### src/rtl/ram_arbiter.sv
// Two-port arbiter for the single-port program/data RAM: the CPU has priority, and a streak
// counter bounds how long the debug port can be starved.
module ram_arbiter #(
  parameter int unsigned ADDR_W        = 16,
  parameter int unsigned DATA_W        = 8,
  parameter int unsigned RD_LAT        = 2,
  parameter int unsigned MAX_CPU_BURST = 4
) (
  input  logic              clk,
  input  logic              reset_n,
  input  logic              cpu_req,
  input  logic              cpu_we,
  input  logic [ADDR_W-1:0] cpu_addr,
  input  logic [DATA_W-1:0] cpu_wdata,
  output logic              cpu_gnt,
  output logic              cpu_rvalid,
  output logic [DATA_W-1:0] cpu_rdata,
  input  logic              dbg_req,
  input  logic              dbg_we,
  input  logic [ADDR_W-1:0] dbg_addr,
  input  logic [DATA_W-1:0] dbg_wdata,
  output logic              dbg_gnt,
  output logic              dbg_rvalid,
  output logic [DATA_W-1:0] dbg_rdata,
  input  logic              dbg_lock,
  output logic [ADDR_W-1:0] ram_address,
  output logic [DATA_W-1:0] ram_data,
  output logic              ram_rden,
  output logic              ram_wren,
  input  logic [DATA_W-1:0] ram_q,
  output logic              busy
);

  typedef enum logic [1:0] {StIdle, StIssue, StWait} state_e;

  localparam logic [1:0] LastCnt  = 2'(RD_LAT - 1);
  localparam logic [3:0] MaxBurst = 4'(MAX_CPU_BURST);

  state_e              state_q, state_d;
  logic                we_q, we_d;
  logic [ADDR_W-1:0]   addr_q, addr_d;
  logic [DATA_W-1:0]   wdata_q, wdata_d;
  logic                owner_q, owner_d;  // 1 = debug port owns the current access
  logic [1:0]          cnt_q, cnt_d;
  logic [3:0]          streak_q, streak_d;
  logic                cpu_rvalid_q, cpu_rvalid_d;
  logic                dbg_rvalid_q, dbg_rvalid_d;
  logic [DATA_W-1:0]   cpu_rdata_q, cpu_rdata_d;
  logic [DATA_W-1:0]   dbg_rdata_q, dbg_rdata_d;
  logic                cpu_win, dbg_win;

  always_comb begin
    cpu_win = cpu_req && !dbg_lock && !(dbg_req && (streak_q == MaxBurst));
    dbg_win = dbg_req && !cpu_win;
  end

  always_comb begin
    state_d      = state_q;
    we_d         = we_q;
    addr_d       = addr_q;
    wdata_d      = wdata_q;
    owner_d      = owner_q;
    cnt_d        = cnt_q;
    streak_d     = streak_q;
    cpu_rvalid_d = 1'b0;
    dbg_rvalid_d = 1'b0;
    cpu_rdata_d  = cpu_rdata_q;
    dbg_rdata_d  = dbg_rdata_q;
    unique case (state_q)
      StIdle: begin
        if (cpu_win) begin
          we_d    = cpu_we;
          addr_d  = cpu_addr;
          wdata_d = cpu_wdata;
          owner_d = 1'b0;
          state_d = StIssue;
        end else if (dbg_win) begin
          we_d    = dbg_we;
          addr_d  = dbg_addr;
          wdata_d = dbg_wdata;
          owner_d = 1'b1;
          state_d = StIssue;
        end
        if (!dbg_req || dbg_win) begin
          streak_d = '0;
        end else if (cpu_win && (streak_q != MaxBurst)) begin
          streak_d = streak_q + 4'd1;
        end
      end
      StIssue: begin
        if (we_q) begin
          state_d = StIdle;
        end else begin
          cnt_d   = '0;
          state_d = StWait;
        end
      end
      StWait: begin
        if (cnt_q == LastCnt) begin
          state_d = StIdle;
          if (owner_q) begin
            dbg_rdata_d  = ram_q;
            dbg_rvalid_d = 1'b1;
          end else begin
            cpu_rdata_d  = ram_q;
            cpu_rvalid_d = 1'b1;
          end
        end else begin
          cnt_d = cnt_q + 2'd1;
        end
      end
      default: state_d = StIdle;
    endcase
  end

  always_ff @(posedge clk or negedge reset_n) begin
    if (!reset_n) begin
      state_q      <= StIdle;
      we_q         <= 1'b0;
      addr_q       <= '0;
      wdata_q      <= '0;
      owner_q      <= 1'b0;
      cnt_q        <= '0;
      streak_q     <= '0;
      cpu_rvalid_q <= 1'b0;
      dbg_rvalid_q <= 1'b0;
      cpu_rdata_q  <= '0;
      dbg_rdata_q  <= '0;
    end else begin
      state_q      <= state_d;
      we_q         <= we_d;
      addr_q       <= addr_d;
      wdata_q      <= wdata_d;
      owner_q      <= owner_d;
      cnt_q        <= cnt_d;
      streak_q     <= streak_d;
      cpu_rvalid_q <= cpu_rvalid_d;
      dbg_rvalid_q <= dbg_rvalid_d;
      cpu_rdata_q  <= cpu_rdata_d;
      dbg_rdata_q  <= dbg_rdata_d;
    end
  end

  // RAM port is driven only during the single issue cycle.
  always_comb begin
    ram_address = '0;
    ram_data    = '0;
    ram_rden    = 1'b0;
    ram_wren    = 1'b0;
    cpu_gnt     = 1'b0;
    dbg_gnt     = 1'b0;
    if (state_q == StIssue) begin
      ram_address = addr_q;
      ram_wren    = we_q;
      ram_rden    = !we_q;
      ram_data    = we_q ? wdata_q : '0;
      cpu_gnt     = !owner_q;
      dbg_gnt     = owner_q;
    end
    cpu_rvalid = cpu_rvalid_q;
    dbg_rvalid = dbg_rvalid_q;
    cpu_rdata  = cpu_rdata_q;
    dbg_rdata  = dbg_rdata_q;
    busy       = (state_q != StIdle);
  end

endmodule

### config.mk
export PLATFORM = sky130hd
export DESIGN_NAME = ram_arbiter
export DESIGN_NICKNAME = d
export VERILOG_FILES = /design/src/rtl/ram_arbiter.sv
export SDC_FILE = /design/constraint.sdc
export NUM_CORES = 1
export LEC_CHECK = 0
export ABC_AREA = 1
export ABC_CLOCK_PERIOD_IN_PS = 3200
export BUFFER_PORTS_ARGS = -buffer_cell sky130_fd_sc_hd__buf_4
export CORE_MARGIN = 3
export CORE_UTILIZATION = 40
export DETAILED_ROUTE_END_ITERATION = 10
export PLACE_DENSITY = 0.69
export RECOVER_POWER = 100
export SLEW_MARGIN = 20
export SYNTH_ARGS = -nofsm -noshare
export SYNTH_HDL_FRONTEND = slang
export SYNTH_SLANG_ARGS = --single-unit
export TNS_END_PERCENT = 20
### constraint.sdc
create_clock -name clk -period 3.2 [get_ports clk]
set_input_delay 0.32 -clock clk [delete_from_list [all_inputs] [get_ports clk]]
set_output_delay 0.32 -clock clk [all_outputs]
set_load 0.02 [all_outputs]
==> results.md <==
- Result of the run: finished, final reports clean
- Fin Setup TNS: 0 ns
- Level count of the clock H-tree: 2
- Number of distinct library cells after synthesis: 24
- Overall die width: 89.86 microns
- Normalized max-slew margin: 0.3666
- Combined global-route utilization of all metal layers: 0.1757
- Buffers on Ports: 109
- Area growth from synthesis to layout: 29.09%
- Die Footprint: 8074 sq um
- Pwr dens: 805.6 nW/um^2
- Ports: 110
- Detailed-route wire length per cell: 11.68 microns
- Clock-pin slew of the registers on the worst-case setup and hold paths: 0.09 ns
- Number of hold buffers added after cts: 0
- Setup WS pre-CTS: 1.157 ns
- Number of register bits inferred by synthesis: 52
- # Post-CTS Setup Buffers: 0
- Overall routed net length: 6878 microns
- Height of the chip: 89.86 microns
- Startpoint-to-endpoint class of the critical path: flip-flop to output pin
- Highest Signal Layer: met4
- Startpoint of the worst-slack reg-to-reg timing path: state_q[0]
- # clock sinks: 52
- Proportion of synthesized chip area in sequential cells: 0.4626
- Total length of routed met3 wires: 521 microns
- Post-synthesis instance area: 2813 sq um
- Via count of the first global-routing pass: 2,618
- Number of iterations in the first detailed-routing pass: 4
- Highest clock rate: 433.2 MHz
- Area of combinational cells with multiple inputs: 1046 sq um
- TritonCTS clock tree: built
- Wire length on met1: 2972 microns
- Cell count after synthesis: 393
- Setup repair after global routing missed its margin: false
- Antenna diode count: 0
- Largest vdd supply drop: 0.3201 mV
- Clock Tree Root: sky130_fd_sc_hd__clkbuf_8
- Placeable core region: 6568 sq um
- Count of pins over their slew limit: 0
- Data required time of the critical path: 2.88 ns
- Data arrival time at the worst-slack endpoint: 1.99 ns
- Yosys synthesis warning count: 0
- Clock period minus final worst setup slack: 2.308 ns
- Post-Synthesis Net Count: 459
- RePlAce Congestion: 0.7743
- Mapped Avg Cell Area: 7.157 sq um
- Routed wire length on met2: 3332 microns
- Fraction of the cycle the final worst path needs: 0.7213
- Inserted Clock Buffers: 5
- Final standard cell count with taps included and fillers excluded: 589
- Final Net Count: 561
- Final Hold Vio Count: 0
- Number of instances in the placed design: 581
- Layout cell share with drive strength beyond 1: 0.1633
- Remaining DRCs: 0
- PnR worst setup slack: 0.8918 ns
- Worst hold path class: input pin to asynchronous set/reset pin
- Startpoint type of the worst setup path: flip-flop
- Area of all placed cells without fillers: 3631 sq um
- Clock latency on the worst-skew pair: 0.30 ns
- Standby leakage power: 2.098 nW
- Clock buffer depth: 2
- Highest net fanout along the worst path: 28
- Worst clock skew on the final layout: 0.008220 ns
- Effective utilization at floorplan: 0.4283
- Via count: 2,635
- Slew at the pin with the worst max-slew slack: 0.9478 ns
- Final hold slack: 0.03471 ns
- Worst Setup SP: state_q[1]
- Final setup vio count: 0
- Number of standard-cell rows in the floorplan: 29
- Dpl cell area: 3657 sq um
- Endpoint class of the critical path: output pin
- Pin count of the biggest net entering global routing: 53
- Number of antenna violations at the first check in global routing: 0
- Detail Placement HPWL: 4970 microns
- Final ANT Viol Nets: 0
- Overflow left after global routing: 0
- Number of vias per cell after detailed routing: 4.474
- Global-route wire length before repair: 11,910 microns
- First-iteration detailed-routing DRC count: 117
- Combined flip-flop and latch cell area: 1301 sq um
- Number of gates given a new drive strength after cts: 0
- Max-cap check violation count: 0
- Fillers: 694
layout make-up:
cell class / count / area share
clock inverter: 3 / 0.02481
clock buffer: 5 / 0.01895
tap: 93 / 0.03205
timing repair buffer: 111 / 0.1819
inverter: 92 / 0.09580
sequential: 52 / 0.3584
multi-input combinational: 233 / 0.2881
cell families after synthesis:
kind of cell             after synthesis  synth area share
AND/OR/NAND/NOR                      206            0.3167
buffers and inverters                108            0.1610
flip-flops                            52            0.4626
AO/OA/AOI/OAI                         22           0.03959
adder cells (fa/ha/maj)                3           0.01335
XOR/XNOR                               1          0.003114
multiplexers                           1          0.003559
report_power, final:
part	leakage [nW]	switching (mW)	internal (mW)
Combinational	1.38	0.807	0.373
Clock	0.0784	0.215	0.391
Sequential	0.640	0.188	0.953
through the flow:
| step | utilization | total power, mW |
|---|---|---|
| after floorplan | - | 2.012 |
| after global placement | 0.5569 | 2.488 |
| after detailed placement | 0.5569 | 2.526 |
| after CTS | 0.5811 | 3.137 |
| after global routing | 0.5529 | 3.172 |
| final | 0.5529 | 2.925 |
Yosys cell counts:
| cell type | instances | area (sq um) |
|---|---|---|
| sky130_fd_sc_hd__nand3b_1 | 1 | 7.510 |
| sky130_fd_sc_hd__o22ai_1 | 1 | 6.260 |
| sky130_fd_sc_hd__nand3_1 | 52 | 260.3 |
| sky130_fd_sc_hd__nand2_1 | 115 | 431.7 |
| sky130_fd_sc_hd__mux2i_1 | 1 | 10.01 |
| sky130_fd_sc_hd__dfrtp_1 | 52 | 1301 |
| sky130_fd_sc_hd__o21ai_0 | 17 | 85.08 |
| sky130_fd_sc_hd__inv_1 | 90 | 337.8 |
| sky130_fd_sc_hd__buf_8 | 1 | 15.01 |
| sky130_fd_sc_hd__buf_2 | 8 | 40.04 |
| sky130_fd_sc_hd__nor2_1 | 29 | 108.9 |
| sky130_fd_sc_hd__nand2_2 | 2 | 12.51 |
| sky130_fd_sc_hd__nor2_4 | 3 | 33.78 |
| sky130_fd_sc_hd__buf_6 | 1 | 11.26 |
| sky130_fd_sc_hd__inv_4 | 1 | 6.260 |
| sky130_fd_sc_hd__xor2_1 | 1 | 8.760 |
| sky130_fd_sc_hd__a21oi_1 | 2 | 10.01 |
| sky130_fd_sc_hd__buf_12 | 1 | 20.02 |
| sky130_fd_sc_hd__clkbuf_1 | 5 | 18.77 |
| sky130_fd_sc_hd__nand3_2 | 3 | 30.03 |
| sky130_fd_sc_hd__o21ai_1 | 2 | 10.01 |
| sky130_fd_sc_hd__nor2_2 | 1 | 6.260 |
| sky130_fd_sc_hd__ha_1 | 3 | 37.54 |
| sky130_fd_sc_hd__inv_2 | 1 | 3.750 |
routing by layer:
layer | GRT usage | vias to the layer above
met5 | 0 | -
met4 | 0.03444 | 0
met3 | 0.04841 | 8
met2 | 0.2926 | 91
met1 | 0.2315 | 1173
li1 | - | 1363
registers in the layout, indices dropped and copies added (netlist names), 2 cells and up:
signal / count
state_q: 2
cpu_rdata: 8
cnt_q: 2
dbg_rdata: 8
wdata_q: 8
streak_q: 4
addr_q: 16
path summary, 6_finish.rpt:
kind                                     end  slack [ns]  cells past startpoint
worst max-delay path             ram_data[7]        0.89                      4
worst min-delay path             streak_q[2]        0.03                      1
worst max register to register    wdata_q[5]        0.92                      6
worst min register to register     addr_q[5]        0.49                      2
max in group asynchronous          addr_q[6]        2.75                      1
min in group clk                cpu_rdata[3]        0.29                      3
critical path: stages, from the launching register on:
cell	delay, ns
sky130_fd_sc_hd__dfrtp_1	0.39
sky130_fd_sc_hd__inv_1	0.13
sky130_fd_sc_hd__nand2_1	0.56
sky130_fd_sc_hd__nor2_1	0.35
sky130_fd_sc_hd__clkbuf_1	0.27
placed cells by master, fill, tap and decap left out, drive strengths merged:
master	instances
a21oi	2
buf	65
bufinv	3
clkbuf	51
dfrtp	52
ha	3
inv	92
mux2i	1
nand2	117
nand3	55
nand3b	1
nor2	33
o21ai	19
o22ai	1
xor2	1
Note: power is estimated with default switching activity, not from simulation.
